**src/rtl/dot_prod_lag_sched.sv**
```systemverilog
// Lag-sweep sequencer for CAF search: drives one dot_prod per lag, streams
// {lag, i, q} downstream and tracks the peak |i|+|q| and the lag where it occurred.
module dot_prod_lag_sched #(
  parameter  int unsigned i_bits         = 24,
  parameter  int unsigned q_bits         = 24,
  parameter  int unsigned lag_bits       = 8,
  parameter  int unsigned timeout_cycles = 64,
  localparam int unsigned mag_bits       = ((i_bits > q_bits) ? i_bits : q_bits) + 1
) (
  input  logic                       clk,
  input  logic                       reset,
  input  logic                       start,
  input  logic [lag_bits-1:0]        num_lags,
  output logic                       busy,
  output logic                       done,
  output logic                       error,
  output logic [lag_bits-1:0]        y_shift,
  output logic                       dp_tvalid,
  output logic                       dp_tready,
  input  logic                       dp_result_valid,
  input  logic signed [i_bits-1:0]   dp_i,
  input  logic signed [q_bits-1:0]   dp_q,
  output logic                       s_axis_lag_tvalid,
  input  logic                       s_axis_lag_tready,
  output logic [lag_bits-1:0]        lag_index,
  output logic signed [i_bits-1:0]   lag_i,
  output logic signed [q_bits-1:0]   lag_q,
  output logic [mag_bits-1:0]        peak_mag,
  output logic [lag_bits-1:0]        peak_lag
);

  localparam int unsigned wait_bits = (timeout_cycles > 2) ? $clog2(timeout_cycles) : 1;

  typedef enum logic [2:0] {
    IDLE,
    ISSUE,
    WAIT,
    EMIT,
    DONE
  } state_t;

  state_t                     state, state_n;
  logic [lag_bits-1:0]        lag, lag_n;
  logic [lag_bits-1:0]        num_lags_q, num_lags_n;
  logic [wait_bits-1:0]       wait_cnt, wait_cnt_n;
  logic [lag_bits-1:0]        y_shift_n, lag_index_n, peak_lag_n;
  logic signed [i_bits-1:0]   lag_i_n;
  logic signed [q_bits-1:0]   lag_q_n;
  logic [mag_bits-1:0]        peak_mag_n;
  logic                       error_n, busy_n, done_n, dp_tvalid_n, dp_tready_n, lag_tvalid_n;

  logic [mag_bits-1:0]        ext_i_c, ext_q_c, abs_i_c, abs_q_c, mag_c;

  // Magnitude of the held result; one extra bit keeps |most-negative| and the sum exact.
  always_comb begin
    ext_i_c = {{(mag_bits - i_bits){lag_i[i_bits-1]}}, lag_i};
    ext_q_c = {{(mag_bits - q_bits){lag_q[q_bits-1]}}, lag_q};
    abs_i_c = ext_i_c[mag_bits-1] ? (mag_bits'(0) - ext_i_c) : ext_i_c;
    abs_q_c = ext_q_c[mag_bits-1] ? (mag_bits'(0) - ext_q_c) : ext_q_c;
    mag_c   = abs_i_c + abs_q_c;
  end

  // Next-state and next-register values; flag outputs are decoded from the next state.
  always_comb begin
    state_n     = state;
    lag_n       = lag;
    num_lags_n  = num_lags_q;
    wait_cnt_n  = wait_cnt;
    y_shift_n   = y_shift;
    lag_index_n = lag_index;
    lag_i_n     = lag_i;
    lag_q_n     = lag_q;
    peak_mag_n  = peak_mag;
    peak_lag_n  = peak_lag;
    error_n     = error;

    case (state)
      IDLE: begin
        if (start) begin
          error_n = 1'b0;
          if (num_lags != '0) begin
            state_n    = ISSUE;
            num_lags_n = num_lags;
            lag_n      = '0;
            y_shift_n  = '0;
            peak_mag_n = '0;
            peak_lag_n = '0;
          end else begin
            state_n = DONE;
          end
        end
      end
      ISSUE: begin
        state_n    = WAIT;
        wait_cnt_n = '0;
      end
      WAIT: begin
        if (dp_result_valid) begin
          state_n     = EMIT;
          lag_i_n     = dp_i;
          lag_q_n     = dp_q;
          lag_index_n = lag;
        end else if (wait_cnt == wait_bits'(timeout_cycles - 1)) begin
          state_n = DONE;
          error_n = 1'b1;
        end else begin
          wait_cnt_n = wait_cnt + wait_bits'(1);
        end
      end
      EMIT: begin
        if (s_axis_lag_tready) begin
          // Strict compare: ties keep the earliest lag.
          if (mag_c > peak_mag) begin
            peak_mag_n = mag_c;
            peak_lag_n = lag;
          end
          if (lag == num_lags_q - lag_bits'(1)) begin
            state_n = DONE;
          end else begin
            state_n   = ISSUE;
            lag_n     = lag + lag_bits'(1);
            y_shift_n = lag + lag_bits'(1);
          end
        end
      end
      DONE: begin
        state_n = IDLE;
      end
      default: begin
        state_n = IDLE;
      end
    endcase

    busy_n       = (state_n != IDLE);
    done_n       = (state_n == DONE);
    dp_tvalid_n  = (state_n == ISSUE);
    dp_tready_n  = (state_n == ISSUE) || (state_n == WAIT);
    lag_tvalid_n = (state_n == EMIT);
  end

  // State and output registers.
  always_ff @(posedge clk or posedge reset) begin
    if (reset) begin
      state             <= IDLE;
      lag               <= '0;
      num_lags_q        <= '0;
      wait_cnt          <= '0;
      y_shift           <= '0;
      lag_index         <= '0;
      lag_i             <= '0;
      lag_q             <= '0;
      peak_mag          <= '0;
      peak_lag          <= '0;
      error             <= 1'b0;
      busy              <= 1'b0;
      done              <= 1'b0;
      dp_tvalid         <= 1'b0;
      dp_tready         <= 1'b0;
      s_axis_lag_tvalid <= 1'b0;
    end else begin
      state             <= state_n;
      lag               <= lag_n;
      num_lags_q        <= num_lags_n;
      wait_cnt          <= wait_cnt_n;
      y_shift           <= y_shift_n;
      lag_index         <= lag_index_n;
      lag_i             <= lag_i_n;
      lag_q             <= lag_q_n;
      peak_mag          <= peak_mag_n;
      peak_lag          <= peak_lag_n;
      error             <= error_n;
      busy              <= busy_n;
      done              <= done_n;
      dp_tvalid         <= dp_tvalid_n;
      dp_tready         <= dp_tready_n;
      s_axis_lag_tvalid <= lag_tvalid_n;
    end
  end

endmodule

```
**config.mk**
```make
export PLATFORM = sky130hd
export DESIGN_NAME = dot_prod_lag_sched
export DESIGN_NICKNAME = d
export VERILOG_FILES = /design/src/rtl/dot_prod_lag_sched.sv
export SDC_FILE = /design/constraint.sdc
export NUM_CORES = 1
export LEC_CHECK = 0
export BUFFER_PORTS_ARGS = -buffer_cell sky130_fd_sc_hd__buf_2
export CAP_MARGIN = 10
export CORE_MARGIN = 2
export CORE_UTILIZATION = 52
export CTS_BUF_LIST = sky130_fd_sc_hd__clkbuf_8
export CTS_CLUSTER_DIAMETER = 30
export DETAILED_ROUTE_END_ITERATION = 8
export GPL_TIMING_DRIVEN = 1
export PLACE_DENSITY = 0.8
export SETUP_SLACK_MARGIN = 0.1
export SYNTH_ARGS = -nofsm -noshare
export SYNTH_HDL_FRONTEND = slang
export SYNTH_SLANG_ARGS = --single-unit
```
**constraint.sdc**
```tcl
create_clock -name clk -period 5.4 [get_ports clk]
set_clock_uncertainty 0.2 [all_clocks]
set_input_delay 0.54 -clock clk [delete_from_list [all_inputs] [get_ports clk]]
set_output_delay 0.54 -clock clk [all_outputs]
set_load 0.005 [all_outputs]
```
* Yosys cells after proc, flatten, opt, wreduce, memory -nomap -nowiden
Index checks and enable logic that the tools add are counted.
Widths: inputs -> output; s select.
** Cells by class
- Add/sub/neg operators :: 6
- Multipliers :: 0
- Divide/modulo/power cells :: 0
- Magnitude comparators :: 1
- Equal/unequal tests :: 17
- Shift operators :: 0
- Muxes and demuxes :: 29
- Bitwise operators :: 0
- Reductions and logical operators :: 13
** Operators with widths (number)
- $mux 25 :: 6
- $pmux 25 s2 :: 1
- $sub 1x24->25 const A :: 2
- $mux 8 :: 6
- $pmux 8 s2 :: 2
- $add 25x25->25 :: 1
- $gt 25x25->1 :: 1
- $mux 3 :: 6
- $ne 2x2->1 const B :: 8
- $eq 3x2->1 const B :: 4
- $mux 6 :: 2
- $pmux 3 s4 :: 1
- $pmux 6 s2 :: 1
- $reduce_and 5->1 :: 2
- $add 8x1->8 const B :: 1
- $eq 8x8->1 :: 1
- $reduce_bool 8->1 :: 1
- $sub 8x1->8 const B :: 1
- $add 6x1->6 const B :: 1
- $eq 3x1->1 const B :: 2
- $eq 6x6->1 const B :: 1
- $reduce_and 3->1 :: 2
- $reduce_bool 2->1 :: 3
- $reduce_and 4->1 :: 1
- 7 further kinds :: 9
** Word-level totals
- Register bits :: 120
- Bits in latches :: 0
- Bits in writable memories :: 0
- Memory bits (read-only) :: 0
- Output and inout bits :: 103
- Logic and storage cells :: 81
- Memories kept :: 0

* Longest topological paths before layout
Gate-level depths: netlist of run 1.
- Depth in word-level cells :: 7
- Gate-level depth with buffers :: 24
- Gate-level depth less buffers :: 22

* Worst setup path before layout of run 1
Ideal clock, no wire load.
- Path kind :: register to register
- From :: register lag_i[2]
- To :: register peak_lag[0]
- Arrival :: 4.871 ns
- Setup slack :: 0.262 ns
- Stages on the path, launching flop included :: 22
- Period minus slack after synthesis :: 5.138 ns
- Cells stage by stage :: dfrtp_1 nor4_1 nor2b_1 nand3_1 o41ai_1 xnor2_1 ha_1 a222oi_1 nand2_1 or3_1 nor3_1 or4_1 nand4b_1 ha_1 nand4_1 nor3_1 nor3_1 a31oi_1 and3_1 clkbuf_1 clkbuf_1 a22o_1
** Between the ends
- Longest elaborated chain between the ends :: 6
** RTL lines
- start: declaration :: line 26 : output logic signed [i_bits-1:0] lag_i,
- start signal: assignment :: line 167 : lag_i <= lag_i_n;
- $sub 1x24->25 :: line 58 : abs_i_c = ext_i_c[mag_bits-1] ? (mag_bits'(0) - ext_i_c) : ext_i_c;
- $mux 25 * :: line 58
- $add 25x25->25 * :: line 60 : mag_c = abs_i_c + abs_q_c;
- $gt 25x25->1 * :: line 113 : if (mag_c > peak_mag) begin
- $ne 2x2->1 (no line) *
- $reduce_and 5->1 (no line) *
- end signal: assignment :: line 170 : peak_lag <= peak_lag_n;
- end: declaration :: line 29 : output logic [lag_bits-1:0] peak_lag
Mark *: on every way between the ends. The rest lies on a longest branch, timed or not.
A chain may end at the register's enable or synchronous reset.

* Worst setup path in the final report of run 1
- From :: register lag_q[7]
- To :: register peak_mag[10]
** Between the ends
- Longest elaborated chain between the ends :: 6
- Elaborated cells between the ends (all ways) :: 9
- Classes of those cells :: 2 x add/sub; 1 x order compare; 1 x eq/ne; 4 x mux; 1 x reduce/logical
** RTL lines
- start: declaration :: line 27 : output logic signed [q_bits-1:0] lag_q,
- start signal: assignment :: line 168 : lag_q <= lag_q_n;
- $sub 1x24->25 :: line 59 : abs_q_c = ext_q_c[mag_bits-1] ? (mag_bits'(0) - ext_q_c) : ext_q_c;
- $mux 25 * :: line 59
- $add 25x25->25 * :: line 60
- $gt 25x25->1 or $mux 25 (tied branches) :: line 113
- $ne 2x2->1 (no line) or $mux 25 (tied branches)
- $reduce_and 5->1 (no line) or $pmux 25 s2 (tied branches)
- end signal: assignment :: line 169 : peak_mag <= peak_mag_n;
- end: declaration :: line 28 : output logic [mag_bits-1:0] peak_mag,
Mark *: on every way between the ends. The rest lies on a longest branch, timed or not. The select of a mux whose other input is x is not followed.

==> impl_metrics.toml, run 1 <==
[outcome]
outcome = "complete, no violations"

[layout]
drive_gt1_share_pct = 36.8
nets = 1077
mostFrequentLayoutCells = "buf_2 (163), dfrtp_1 (118), xnor2_1 (63), mux2_2 (61), nand2_1 (51)"
area_growth_pct = 26.1
final-seq-area_um2 = 3010
fill_cells = 1106
multi_input_area_um2 = 4700
num_antenna_cells = 0
stdcell_area_um2 = 9690
layout_commonest_cell = "buf_2"

[worst_setup_path]
crit_chain = "or3_1 -> or3_4 -> nand2b_1 -> or4_4 -> o31ai_2 -> xnor2_1 -> ha_4 -> nand4_1 -> a21oi_1 -> nand4b_1 -> buf_4 -> xor2_1 -> ha_1 -> nand4_1 -> nor3_2 -> nor3_1 -> a31oi_2 -> a21oi_4 -> clkbuf_16 -> a22o_1"
crit_top_cell = "nand4_1"
arrival_ns = 5.29
end_kind = "flop"
crit_required_ns = 5.55
cpPeakStageDelay_ns = 0.46
r2r-start = "lag_q[7]"
cp_slowest_cell = "or4_4"
start_kind = "flop"
rr_worst_depth = 20
cp_max_fo = 8
reg2reg_slack_ns = 0.26
critPathKind = "flop to flop"
reg2reg_to = "peak_mag[10]"

[detailed_routing]
via_count = 6748
vias_per_cell = 5.83
first_pass_iters = 5
wl_per_cell_um = 17.2
drtIter0Drc = 404
drc = 0
ant_nets = 0
drt_wl_total_um = 19900

[clock_network]
numCtsBuffers = 17
cts_htree_levels = 4
cts_buffer_depth = 2
clockRootBuffer = "clkbuf_8"
cts.sinks = 120
insertion_delay_ns = 0.46
cts_tree = "built"
clk_pin_slew_ns = 0.07

[timing]
slew_violations = 0
max_freq_mhz = 194
fin_hold_ws_ns = 0.0852
setup_viol = 0
hold_viol_final = 0
relSlewSlack_pct = 36.6
min_period_over_period_pct = 95.3
fin_setup_tns_ns = 0
fin_crit_ns = 5.14
max_slew.worst_pin.slew_ns = 0.945

[yosys]
netlist_area_um2 = 7690
synth_fa_ha_area_share_pct = 9.05
synth-simple-area-share_pct = 14.5
synth_cells = 762
synth.avg_cell_area_um2 = 10.1
yosysTopAreaCell = "dfrtp_1"
seq_area_frac_synth_pct = 39.1
synth_cell_types = 69
ys_seq_elements = 120
synth_area_leaders = "dfrtp_1 (39%), mux2_2 (8.9%), ha_1 (8.8%)"
synth_compound_area_share_pct = 16.2
ys_warn_count = 0
syn_nets = 878
synth_xor_area_share_pct = 8.54
async_reset_ff_share_pct = 100
synth_top_area_share_pct = 39.1
synth_edf_count = 0
synthMuxAreaShare_pct = 9.32
dominantRegCellSynth = "dfrtp_1"
synth_top_family_by_area = "compound AO/OA/AOI/OAI gates"

[worst_hold_path]
hold_path.class = "input pin to async pin"

[floorplanning]
die_area_um2 = 15800
die_height_um = 126
io_pins = 164
coreArea_um2 = 14500
fp.dieW_um = 126
initial_utilization_pct = 53.1
row_count = 44

[global_route]
grt_overflow = 0
grt_max_degree = 77
track_usage_pct = 25.2
grt_first_pass_wirelength_um = 32100
antenna_found_initial = 0
grt_pass1_vias = 6458

[flow_run]
drv_cap = 0

[place]
gp_congestion = 0.842
dpl-instance-area_um2 = 8880
dpl.hpwl_um = 14200
numPortBuffers = 163
[sequential cells by signal, indices dropped and copies added, names as in the netlist]
register,count
peak_mag,25
lag_i,24
lag_q,24
lag,8
lag_index,8
num_lags_q,8
peak_lag,8
wait_cnt,6
state,3
busy,1
done,1
dp_tready,1
dp_tvalid,1
error,1
s_axis_lag_tvalid,1
[worst max path at each step]
stage / from / end / slack, ns / depth (start not counted)
6_report: lag_q[7] / peak_mag[10] / 0.26 / 20
5_1_grt: lag_i[4] / peak_mag[19] / -0.08 / 20
4_1_cts: lag_q[4] / peak_mag[19] / 0.10 / 20
3_5_place_dp: lag_i[2] / peak_mag[19] / -0.08 / 20
3_3_place_gp: lag_i[2] / peak_mag[22] / 0.10 / 20
2_1_floorplan: lag_i[2] / peak_lag[0] / 0.26 / 21
[metal layers]
layer	routed length, µm	share of wire (%)	global-route usage (%)
met5	0	0	0
met1	8790	44	34.3
met2	9540	48	40.2
met4	325	1.6	8.30
met3	1290	6.5	5.61
[per-stage QoR]
stage	util (%)	setup slack [ns]	cells
CTS	64.5	0.103	1144
floorplan	-	0.262	762
finish	67.0	0.256	1158
global placement	61.3	0.105	1112
global route	67.0	-0.0831	1158
detailed placement	61.3	-0.0798	1112
[cell families after synthesis]
family	Yosys count
and+or+nand+nor	204
AOI/OAI and AO/OA	177
DFF	120
xor gates and xnor gates	75
buffers and inverters	67
muxes	64
adders and majority gates	55
[synth_stat cells, types with 7 or more instances]
| master | number |
|---|---|
| nand4_1 | 14 |
| o41ai_1 | 7 |
| and3_1 | 9 |
| o31ai_1 | 14 |
| nor4_1 | 8 |
| mux2_2 | 61 |
| inv_1 | 43 |
| nand2b_1 | 10 |
| nor2b_1 | 8 |
| or3_1 | 7 |
| xor2_1 | 12 |
| a21oi_1 | 32 |
| o21ai_0 | 39 |
| nor3_1 | 11 |
| or4_1 | 9 |
| ha_1 | 54 |
| nand3_1 | 14 |
| xnor2_1 | 63 |
| a22o_1 | 34 |
| nor2_1 | 33 |
| dfrtp_1 | 120 |
| clkbuf_1 | 19 |
| nand2_1 | 51 |
[critical path: cells and delay by family (launching register included)]
kind / cells / cell delay (ns)
AO/OA/AOI/OAI: 5 / 0.87
XOR/XNOR: 2 / 0.35
AND/OR/NAND/NOR: 9 / 2.23
flip-flops: 1 / 0.44
buffers and inverters: 2 / 0.36
adder cells (fa/ha/maj): 2 / 0.59
[what timing repair did]
action / CTS / global route
pin swaps: 0 / 17
gates resized for setup: 6 / 56
cloned: 0 / 2
hold endpoints to repair: 0 / 0
setup buffers: 0 / 12
endpoints found under the setup margin: 33 / 33
hold buffers: 0 / 0
[layout make-up]
cell class | count | area share [%]
timing repair buffer | 204 | 12.1
tap | 184 | 2.37
clock buffer | 23 | 3.27
inverter | 43 | 1.69
multi-input combinational | 575 | 48.4
sequential | 120 | 31.0
clock inverter | 9 | 1.16
Power of run 1 is left out: the tool's default activity adds up to more than one toggle a clock period on the data nets, which glitch-free logic cannot reach.
==> run 2, diff against run 1 <==
- ABC_AREA: unset -> 1
- PLACE_DENSITY: 0.8 -> 0.79
==> run 2 against run 1 <==
Via count is 21% higher. Sequential share of layout area is 0.36 points lower. Highest routed layer is now met5. Critical path depth is 6 higher. Sequential cell count stayed put. Cell count is 34% higher. Wire length is 18% higher. Synthesized cell count is 52% higher. Utilization is 4.6 points lower. Design area is 1.1% higher. Critical path type unchanged. Non-clock buffer count is 31 lower.
==> impl_metrics.toml, run 2 <==
[clock_network]
cts_buffer_depth = 2
cts.sinks = 120
clockRootBuffer = "clkbuf_8"
cts_htree_levels = 4
cts_tree = "built"
postCtsHoldBufs = 0
numCtsBuffers = 17
clk_pin_slew_ns = 0.08
insertion_delay_ns = 0.47

[layout]
layout_commonest_cell = "nand2_1"
regMostFlops = "peak_mag"
nets = 1438
mostFrequentLayoutCells = "nand2_1 (343), buf_2 (163), inv_1 (135), dfrtp_1 (119), nor2_1 (99)"
fill_cells = 1485
num_antenna_cells = 0
drive_gt1_share_pct = 17.6
top_regs = "peak_mag (25), lag_i (24), lag_q (24)"
area_growth_pct = 18.6
largest_reg_flops = 25

[yosys]
ys_warn_count = 0
netlist_area_um2 = 8270
synth_cell_types = 41
synth_commonest_cells = "nand2_1 (344), inv_1 (136), dfrtp_1 (120)"
yosysMostFrequentCell = "nand2_1"
seq_area_frac_synth_pct = 36.3
ys_seq_elements = 120
synth_area_leaders = "dfrtp_1 (36%), nand2_1 (16%), ha_1 (8.2%)"
synth_top_area_share_pct = 36.3
yosysTopAreaCell = "dfrtp_1"
syn_nets = 1273
synth_edf_count = 0
dominantRegCellSynth = "dfrtp_1"
synth_cells = 1157
synth.avg_cell_area_um2 = 7.15
async_reset_ff_share_pct = 100

[timing]
fin_hold_ws_ns = 0.0650
relSlewSlack_pct = 39.7
slew_violations = 0
fin_setup_tns_ns = 0
rsz0062_at_grt = "no"
fin_crit_ns = 4.86
max_freq_mhz = 206
max_slew.worst_pin.slew_ns = 0.904
hold_viol_final = 0
setup_viol = 0
min_period_over_period_pct = 89.9

[worst_setup_path]
crit_family = "simple AND/OR/NAND/NOR gates"
crit_top_cell = "nand2_1"
r2r-start = "lag_q[2]"
crit_required_ns = 5.61
arrival_ns = 5.06
cpPeakStageDelay_ns = 0.40
start_kind = "flop"
path_buf_inv = 2
end_kind = "flop"
crit_start = "lag_q[2]"
critPathKind = "flop to flop"
cp_slowest_cell = "dfrtp_1"
cp_max_fo = 23

[global_route]
grt_pass1_vias = 7554
antenna_found_initial = 1
grt_max_degree = 89
grt_overflow = 0
grt_first_pass_wirelength_um = 37300
track_usage_pct = 28.2

[place]
gp_congestion = 1.01
dpl.hpwl_um = 17700
numPortBuffers = 163

[floorplanning]
die_height_um = 130
coreArea_um2 = 15700
row_count = 46
initial_utilization_pct = 52.6
io_pins = 164
die_area_um2 = 16900
fp.dieW_um = 130

[worst_hold_path]
hold_path.class = "input pin to flop"
hold_start = "dp_i[8]"

[detailed_routing]
vias_per_cell = 5.28
ant_nets = 0
via_count = 8192
wl_per_cell_um = 15.2
drt_wl_total_um = 23600
first_pass_iters = 5
drc = 0
drtIter0Drc = 623

[outcome]
outcome = "complete, no violations"

[flow_run]
drv_cap = 0
[run 2: changes by cell type in the layout (fill, tap and decap cells not counted), sizes merged, moves of 50 or more]
cell / delta
xnor2: -58
inv: +102
mux2: -61
xor2: +50
nand3: +75
nand2: +294
nor2: +72
[run 2: worst paths after layout]
path | end | slack, ns | cells past startpoint
min in group asynchronous | lag_q[8] | 0.07 | 2
setup / recovery | peak_mag[20] | 0.54 | 26
hold reg to reg | lag_index[1] | 0.29 | 2
max in group asynchronous | peak_mag[15] | 3.77 | 3
hold / removal | lag_i[8] | 0.06 | 3
setup reg to reg | peak_mag[20] | 0.54 | 26
[run 2: final cells by class]
class | instances | area [µm²] | share of cell area (%)
multi-input combinational | 870 | 4680 | 47.7
sequential | 120 | 3000 | 30.6
timing repair buffer | 173 | 898 | 9.16
inverter | 140 | 531 | 5.41
tap | 216 | 270 | 2.76
clock buffer | 17 | 234 | 2.39
clock inverter | 15 | 190 | 1.94
[run 2: per-stage QoR]
stage,setup slack (ns),utilization [%],cell area [µm²],instances
floorplan,1.24,-,8270,1157
global placement,0.182,58.8,9250,1512
detailed placement,0.140,58.8,9250,1512
CTS,0.168,61.6,9690,1545
global route,0.0656,62.4,9800,1551
finish,0.544,62.4,9800,1551
[run 2: layer usage]
| layer | global-route usage, % | vias to the layer above | part of all wire [%] | wire length [µm] |
|---|---|---|---|---|
| met1 | 37.0 | 3766 | 44 | 10400 |
| met2 | 44.9 | 300 | 46 | 10800 |
| met4 | 9.74 | 2 | 2.5 | 590 |
| met5 | 0 | - | 0.055 | 13 |
| li1 | - | 4069 | - | - |
| met3 | 7.87 | 55 | 7.6 | 1800 |
[run 2: kinds of logic (layout without fill, tap and decap cells)]
| family | after synthesis | after routing | share of synthesized area, % |
|---|---|---|---|
| and+or+nand+nor | 591 | 593 | 30.0 |
| buffers and inverters | 169 | 345 | 8.28 |
| AOI/OAI and AO/OA | 155 | 155 | 9.94 |
| DFF | 120 | 120 | 36.3 |
| xor gates and xnor gates | 67 | 67 | 7.10 |
| adders and majority gates | 55 | 55 | 8.41 |
[run 2: repair_timing]
item / CTS / global route
resized for setup: 1 / 17
endpoints found under the setup margin: 2 / 33
cloned: 1 / 1
buffers inserted: 0 / 5
pin swaps: 0 / 3
[run 2: worst min-delay path: cells and delay by family]
kind | cells | cell delay (ns)
buffers and inverters | 1 | 0.07
AND/OR/NAND/NOR | 2 | 0.09
Power of run 2 is left out for the same reason.
==> run 3, diff against run 2 <==
- RECOVER_POWER: unset -> 100
==> run 3 against run 2 <==
The flow now finishes with violations (capacitance limit, slew limit). Global-route usage stayed put. First-iteration DRC count is 0.80% lower. Hold slack got worse by 0.0043 ns. Non-clock buffer count unchanged. Critical path type unchanged. Sequential cell count stayed put. Utilization fell by 0.71 points. Largest cell class unchanged. Count of clock-buffer cells in the layout did not move. Design area down 1.1%.
==> impl_metrics.toml, run 3 (synthesis gave the netlist of run 2 again) <==
[worst_hold_path]
min_path_cells = 3
hold_path.class = "input pin to flop"

[layout]
regMostFlops = "peak_mag"
nets = 1438
area_growth_pct = 17.2
multi_input_area_um2 = 4670
num_antenna_cells = 0
stdcell_area_um2 = 9690
fill_cells = 1528
layout_commonest_cell = "nand2_1"
final-seq-area_um2 = 3000
largest_reg_flops = 25
post-route-util_pct = 61.7
top_regs = "peak_mag (25), lag_i (24), lag_q (24)"
mostFrequentLayoutCells = "nand2_1 (343), inv_1 (136), dfrtp_1 (120), nor2_1 (99), buf_2 (94)"
drive_gt1_share_pct = 12.1

[worst_setup_path]
end_kind = "flop"
crit_required_ns = 5.61
critPathKind = "flop to flop"
arrival_ns = 5.13
start_kind = "flop"
cp_max_fo = 23
rr_worst_depth = 26

[clock_network]
cts_tree = "built"
clk_pin_slew_ns = 0.08
cts.sinks = 120
clockRootBuffer = "clkbuf_8"
numCtsBuffers = 17
insertion_delay_ns = 0.48
cts_htree_levels = 4
cts_buffer_depth = 2

[place]
gp_congestion = 1.01
dpl-instance-area_um2 = 9250
numPortBuffers = 163
dpl.hpwl_um = 17700
pre_cts_ws_ns = 0.140

[timing]
max_slew.worst_pin.slew_ns = 3.27
max_freq_mhz = 203
relSlewSlack_pct = -119
fin_crit_ns = 4.92
setup_viol = 0
slew_violations = 214
rsz0062_at_grt = "no"
hold_viol_final = 0
setup_ws_ns = 0.477
min_period_over_period_pct = 91.2
fin_setup_tns_ns = 0

[global_route]
track_usage_pct = 28.2
grt_pass1_vias = 7554
antenna_found_initial = 1
grt_first_pass_wirelength_um = 37300
grt_max_degree = 89
grt_overflow = 0

[detailed_routing]
drt_wl_total_um = 23600
vias_per_cell = 5.28
highest_layer = "met5"
ant_nets = 0
first_pass_iters = 8
met2WireLength_um = 10700
wl_met3_um = 1850
via_count = 8194
wl_per_cell_um = 15.2
drtIter0Drc = 618
wl_met1_um = 10400
drc = 0

[outcome]
outcome = "complete, but fails checks"
violations = "capacitance limit, slew limit"

[floorplanning]
die_height_um = 130
row_count = 46
die_area_um2 = 16900
fp.dieW_um = 130
io_pins = 164
coreArea_um2 = 15700
initial_utilization_pct = 52.6

[flow_run]
drv_cap = 3
-- run 3: worst max-delay path, stage by stage (launching register included) --
cell	delay, ns
dfrtp_1	0.40
inv_2	0.12
nand3_1	0.14
nor3_2	0.26
nand2_1	0.13
nor3_2	0.18
nor2_1	0.08
xor2_1	0.35
ha_1	0.38
nand2_1	0.10
nand2_1	0.07
a21oi_1	0.30
nor2_1	0.09
nor2_1	0.17
nand2_1	0.07
nand2_1	0.05
nand2_1	0.12
ha_1	0.33
nand2_1	0.08
nor3_1	0.18
nand3_1	0.11
nor3_1	0.18
nor2_1	0.09
nand2_4	0.17
buf_8	0.20
nand3_1	0.10
nand2_1	0.17
-- run 3: final timing paths --
kind | start | end | slack (ns)
max in group asynchronous | reset | peak_mag[23] | 1.91
worst min-delay path | dp_i[8] | lag_i[8] | 0.06
worst max-delay path | lag_q[2] | peak_mag[20] | 0.48
worst max register to register | lag_q[2] | peak_mag[20] | 0.48
worst min register to register | lag_index[1] | lag_index[1] | 0.29
min in group asynchronous | reset | lag_q[8] | 0.80
-- run 3: layer usage --
layer | vias to the layer above | GRT usage, %
met5 | - | 0
met4 | 2 | 9.74
met3 | 60 | 7.87
met2 | 283 | 44.9
met1 | 3784 | 37.0
li1 | 4065 | -
-- run 3: cell type report --
cell class / count / area share [%]
sequential: 120 / 31.0
tap: 216 / 2.79
multi-input combinational: 870 / 48.1
timing repair buffer: 173 / 8.27
clock buffer: 17 / 2.41
inverter: 140 / 5.45
clock inverter: 15 / 1.96
-- run 3: stage by stage --
stage | instances | hold slack, ns
3_3_place_gp | 1512 | 0.270
4_1_cts | 1545 | 0.0388
5_1_grt | 1551 | 0.0648
3_5_place_dp | 1512 | 0.276
2_1_floorplan | 1157 | 0.265
6_report | 1551 | 0.0606
-- run 3: timing repair --
item                       in CTS  in global routing
buffers inserted                0                  5
resized for setup               1                 17
pin swaps                       0                  3
setup endpoints to repair       2                 33
hold buffers                    0                  0
gates cloned                    1                  1
Power of run 3 is left out for the same reason.
